<file path="config.mk">
export PLATFORM = sky130hd
export DESIGN_NAME = fifo_sync_param
export DESIGN_NICKNAME = d
export VERILOG_FILES = /design/src/rtl/fifo_sync_param.sv
export SDC_FILE = /design/constraint.sdc
export NUM_CORES = 1
export LEC_CHECK = 0
export CAP_MARGIN = 20
export CORE_UTILIZATION = 50
export DETAILED_ROUTE_END_ITERATION = 10
export DONT_BUFFER_PORTS = 1
export GPL_TIMING_DRIVEN = 0
export PLACE_DENSITY = 0.64
export SYNTH_ARGS = -nofsm -noshare
export SYNTH_HDL_FRONTEND = slang
export SYNTH_SLANG_ARGS = --single-unit
</file>
<file path="constraint.sdc">
create_clock -name clk -period 5 [get_ports clk]
set_input_delay 0.75 -clock clk [delete_from_list [all_inputs] [get_ports clk]]
set_output_delay 0.75 -clock clk [all_outputs]
set_load 0.005 [all_outputs]
</file>
<file path="src/rtl/fifo_sync_param.sv">
// fifo_sync_param: parametrised single-clock FIFO.
//
// Buffers a stream of DATA_W-bit words between blocks on one clock. The FIFO has
// almost-full and almost-empty thresholds, sticky overflow/underflow error flags,
// a synchronous flush, and either a registered read or a first-word-fall-through
// (FWFT) read.
//
// Parameters:
//   DATA_W     word width
//   DEPTH      number of entries (power of 2, >= 4)
//   AF_THRESH  almost_full when fifo_counter >= AF_THRESH
//   AE_THRESH  almost_empty when fifo_counter <= AE_THRESH
//   FWFT       0: buf_out is registered on each accepted read
//              1: buf_out shows the head word combinationally
//
// Ports:
//   clk, rst_n    clock (rising edge); asynchronous active-low reset
//   flush         synchronous clear of contents and error flags, beats wr_en/rd_en
//   wr_en, buf_in write request and data
//   rd_en         read request (FWFT: acknowledge/pop the head)
//   buf_out       read data; buf_valid marks it valid
//   buf_empty, buf_full, almost_empty, almost_full   status decoded from fifo_counter
//   fifo_counter  number of stored entries, 0..DEPTH
//   overflow      sticky: a write was rejected because the FIFO was full
//   underflow     sticky: a read was rejected because the FIFO was empty
module fifo_sync_param #(
    parameter int unsigned DATA_W    = 8,
    parameter int unsigned DEPTH     = 16,
    parameter int unsigned AF_THRESH = 12,
    parameter int unsigned AE_THRESH = 2,
    parameter bit          FWFT      = 1'b0,
    localparam int unsigned CW       = $clog2(DEPTH) + 1
) (
    input  logic              clk,
    input  logic              rst_n,
    input  logic              flush,
    input  logic              wr_en,
    input  logic [DATA_W-1:0] buf_in,
    input  logic              rd_en,
    output logic [DATA_W-1:0] buf_out,
    output logic              buf_valid,
    output logic              buf_empty,
    output logic              buf_full,
    output logic              almost_empty,
    output logic              almost_full,
    output logic [CW-1:0]     fifo_counter,
    output logic              overflow,
    output logic              underflow
);

    localparam int unsigned PW = CW - 1;

    logic [DATA_W-1:0] mem [DEPTH];

    logic [PW-1:0] wr_ptr_q, wr_ptr_d;
    logic [PW-1:0] rd_ptr_q, rd_ptr_d;
    logic [CW-1:0] count_q, count_d;
    logic          overflow_q, overflow_d;
    logic          underflow_q, underflow_d;
    logic          wr_accept, rd_accept;

    // Status flags decode from the registered count, so they move on the count edge.
    assign buf_empty    = (count_q == CW'(0));
    assign buf_full     = (count_q == CW'(DEPTH));
    assign almost_empty = (count_q <= CW'(AE_THRESH));
    assign almost_full  = (count_q >= CW'(AF_THRESH));
    assign fifo_counter = count_q;
    assign overflow     = overflow_q;
    assign underflow    = underflow_q;

    always_comb begin
        rd_accept   = rd_en & ~buf_empty;
        // A full FIFO can still take a write if a read frees a slot on the same edge.
        wr_accept   = wr_en & (~buf_full | rd_accept);
        wr_ptr_d    = wr_ptr_q;
        rd_ptr_d    = rd_ptr_q;
        count_d     = count_q;
        overflow_d  = overflow_q;
        underflow_d = underflow_q;

        if (flush) begin
            wr_ptr_d    = '0;
            rd_ptr_d    = '0;
            count_d     = '0;
            overflow_d  = 1'b0;
            underflow_d = 1'b0;
        end else begin
            // DEPTH is a power of 2, so pointers wrap DEPTH-1 -> 0 naturally.
            if (wr_accept) wr_ptr_d = wr_ptr_q + PW'(1);
            if (rd_accept) rd_ptr_d = rd_ptr_q + PW'(1);
            unique case ({wr_accept, rd_accept})
                2'b10:   count_d = count_q + CW'(1);
                2'b01:   count_d = count_q - CW'(1);
                default: count_d = count_q;
            endcase
            if (wr_en && !wr_accept) overflow_d  = 1'b1;
            if (rd_en && !rd_accept) underflow_d = 1'b1;
        end
    end

    always_ff @(posedge clk or negedge rst_n) begin
        if (!rst_n) begin
            wr_ptr_q    <= '0;
            rd_ptr_q    <= '0;
            count_q     <= '0;
            overflow_q  <= 1'b0;
            underflow_q <= 1'b0;
        end else begin
            wr_ptr_q    <= wr_ptr_d;
            rd_ptr_q    <= rd_ptr_d;
            count_q     <= count_d;
            overflow_q  <= overflow_d;
            underflow_q <= underflow_d;
        end
    end

    // Storage is deliberately not reset; the pointers and count define what is valid.
    always_ff @(posedge clk) begin
        if (wr_accept && !flush) begin
            mem[wr_ptr_q] <= buf_in;
        end
    end

    if (FWFT) begin : g_fwft
        // Head word shown directly; forced to zero when empty so reset/flush read as 0.
        assign buf_out   = buf_empty ? '0 : mem[rd_ptr_q];
        assign buf_valid = ~buf_empty;
    end else begin : g_std
        logic [DATA_W-1:0] out_q;
        logic              valid_q;

        always_ff @(posedge clk or negedge rst_n) begin
            if (!rst_n) begin
                out_q   <= '0;
                valid_q <= 1'b0;
            end else if (flush) begin
                out_q   <= '0;
                valid_q <= 1'b0;
            end else begin
                // One-cycle valid pulse per accepted read; data holds between reads.
                valid_q <= rd_accept;
                if (rd_accept) out_q <= mem[rd_ptr_q];
            end
        end

        assign buf_out   = out_q;
        assign buf_valid = valid_q;
    end

endmodule
</file>
==> impl_metrics.tcl <==
set metrics [dict create \
    drc 0 \
    setup_viol 0 \
    async_flop_share_pct 15.79 \
    setup.worst_path.end_class "register" \
    initial_core_util_pct 51.54 \
    antenna_found_initial 0 \
    htreeDepth 4 \
    num_io_pins 33 \
    hpwl_um 7893 \
    cts_tree "yes" \
    worst_pin_slew_ns 0.9501 \
    cts_setup_buffers 0 \
    yosysWarnings 0 \
    syn_to_final_growth_pct 11.73 \
    layoutNonFillerInstCount 546 \
    core_sq_um 12110 \
    setup_slack_ns 2.030 \
    wl_per_cell_um 22.40 \
    power_switching_w 0.0007862 \
    cts.path.max_buffers 2 \
    netlist_area_sq_um 6242 \
    cap_violations 0 \
    comb_power_share_pct 15.4 \
    finalCritPeriodShare_pct 59.41 \
    viasPerCell 5.668 \
    cts_sinks 152 \
    final_max_slew_viol_count 0 \
    power.total_w 0.003096 \
    fillCellCount 954 \
    cts_made_buffers 17 \
    p_int_w 0.002310 \
    power.leakage_nw 2.338 \
    arrival_ns 3.31 \
    synth_fp_nets 368 \
    cp_top_family "simple AND/OR/NAND/NOR gates" \
    vias 3095 \
    totalWireLength_um 12230 \
    crit_buf_inv 2 \
    crit_chain "or4_4 > buf_6 > o21a_1 > nand2b_1 > inv_1 > ha_1 > nand2b_1 > a21oi_1 > or3_1 > a21o_1 > a21oi_1" \
    finalHoldViolCount 0 \
    cts_resized 0 \
    drtAntennaViolNets 0 \
    layout_commonest_cell "edfxtp_1" \
    place_ws_ns 2.021 \
    seq_power_share_pct 47.9 \
    fin_nets 387 \
    post-route-min-period_ns 2.970 \
    final_cell_mix "edfxtp_1, nor2_1, mux4_2, dfrtp_1" \
    portBuffers 0 \
    clock_latency_ns 0.42 \
    die_h_um 113.7 \
    synth.avg_cell_area_sq_um 18.04 \
    cts_root_buffer "clkbuf_16" \
    max_freq_mhz 336.7 \
    rsz0062_at_grt "no" \
    synth_ff_type "edfxtp_1" \
    max_stage_delay_ns 0.56 \
    path_clk_slew_ns 0.06 \
    status "finished clean" \
    grt_max_degree 25 \
    startpoint_type "register" \
    grt_pass1_wl_um 18450 \
    drt_first_iter_violations 253 \
    relSlewSlack_pct 36.42 \
    irDropWorstVdd_mv 0.3681 \
    worstHoldPathType "in2async" \
    grt_overflow 0 \
    fp.dieW_um 113.7 \
    fin_setup_tns_ns 0 \
    syn_inst 346 \
    drive_gt1_share_pct 20.63 \
    gp_congestion 0.7499 \
    diodes 0 \
    grt_usage_pct 20.64 \
    dp.cells 514 \
    cp_slowest_cell "or4_4" \
    clkPwrFrac_pct 36.7 \
    grt_pass1_vias 3283 \
    power-per-cell-area_nw_per_um2 443.9 \
    ys_ff_latch 152 \
    p_sw_share_pct 25.40 \
    std_cell_rows 40 \
    cts.hold.buffers_added 0 \
    die_area_sq_um 12940 \
    yosysSeqAreaShare_pct 71.20 \
    finalClockSkew_ns 0.005986 \
    crit_fanout 9 \
    drtPass1Iterations 4 \
    synth_edf_count 128 \
    synth_cell_types 38 \
    critPathKind "reg2reg" \
    required_ns 5.34 \
]
[per-stage QoR]
step | cell area, sq um | hold WS (ns) | util [%]
2_1_floorplan | 6242 | 0.4544 | -
3_3_place_gp | 6452 | 0.4549 | 53.27
3_5_place_dp | 6452 | 0.4549 | 53.27
4_1_cts | 6974 | 0.008137 | 57.58
5_1_grt | 6974 | 0.004127 | 57.58
6_report | 6974 | 0.02407 | 57.58
[metal layers]
metal / GRT usage (%) / routed length [um]
met2: 34.55 / 6204
met1: 25.84 / 5103
met3: 5.260 / 691
met5: 0 / 0
met4: 8.421 / 234
[synth_stat cells, drive strengths merged, types with 2 or more instances]
cell type | n | area, sq um
clkbuf | 11 | 41.29
mux2 | 3 | 33.78
xor2 | 7 | 61.31
o31a | 2 | 17.52
a21oi | 8 | 40.04
mux2i | 16 | 160.2
dfrtp | 24 | 600.6
or3 | 3 | 18.77
nand3 | 2 | 10.01
inv | 7 | 26.28
xnor2 | 2 | 17.52
mux4 | 32 | 720.7
a21o | 2 | 15.01
nand4 | 2 | 18.77
o221ai | 8 | 70.07
nand3b | 10 | 78.82
ha | 8 | 100.1
o21ai | 2 | 10.01
nand2b | 2 | 12.51
nand2 | 12 | 52.55
nor2 | 36 | 137.6
edfxtp | 128 | 3844
buf | 9 | 57.55
[cell type report]
type                       count  area (sq um)  share of cell area [%]
sequential                   152          4444                   63.72
clock buffer                  25         475.5                   6.817
inverter                       7         26.28                  0.3767
buffer                        20         98.84                   1.417
tap                          168         210.2                   3.014
multi-input combinational    167          1673                   23.99
clock inverter                 7         46.29                  0.6638
[registers in the layout, indices dropped and copies added (netlist names)]
name / cells
buf_valid: 1
underflow: 1
wr_ptr_q: 4
rd_ptr_q: 4
buf_out: 8
fifo_counter: 5
mem: 128
overflow: 1
[worst register-to-register path, cell delays in order (launching register included)]
cell and delay [ns]:
dfrtp_1 0.45, or4_4 0.56, buf_6 0.15, o21a_1 0.26, nand2b_1 0.18, inv_1 0.11, ha_1 0.33, nand2b_1 0.09
a21oi_1 0.13, or3_1 0.35, a21o_1 0.17, a21oi_1 0.13
[power by group through the flow]
| stage | registers, W | logic, W | clock network (W) |
|---|---|---|---|
| 4_1_cts | 0.00148 | 0.000481 | 0.00115 |
| 3_5_place_dp | 0.00151 | 0.000477 | 0 |
| 5_1_grt | 0.00149 | 0.000521 | 0.00120 |
| 6_report | 0.00148 | 0.000478 | 0.00114 |
| 3_3_place_gp | 0.00151 | 0.000467 | 0 |
| 2_1_floorplan | 0.00149 | 0.000379 | 0 |
[final timing paths]
check / slack, ns / cells after the start / endpoint / startpoint
worst max register to register: 2.03 / 11 / fifo_counter[4]$_DFFE_PN0P_ / fifo_counter[1]$_DFFE_PN0P_
max in group asynchronous: 4.90 / 0 / buf_out[1]$_DFFE_PN0P_ / rst_n
worst min-delay path: 0.02 / 0 / buf_out[0]$_DFFE_PN0P_ / rst_n
worst min register to register: 0.52 / 2 / underflow$_DFFE_PN0P_ / underflow$_DFFE_PN0P_
min in group clk: 0.42 / 0 / mem[8][0]$_DFFE_PP_ / buf_in[0]
worst max-delay path: 2.03 / 11 / fifo_counter[4]$_DFFE_PN0P_ / fifo_counter[1]$_DFFE_PN0P_
[cell families after synthesis]
kind of cell / after synthesis / share of synthesized area, %
flip-flops: 152 / 71.20
AND/OR/NAND/NOR: 71 / 5.793
multiplexers: 51 / 14.65
AO/OA/AOI/OAI: 27 / 3.167
buffers and inverters: 27 / 2.004
XOR/XNOR: 9 / 1.263
adder cells (fa/ha/maj): 9 / 1.924
(Power assumes the default switching activity.)
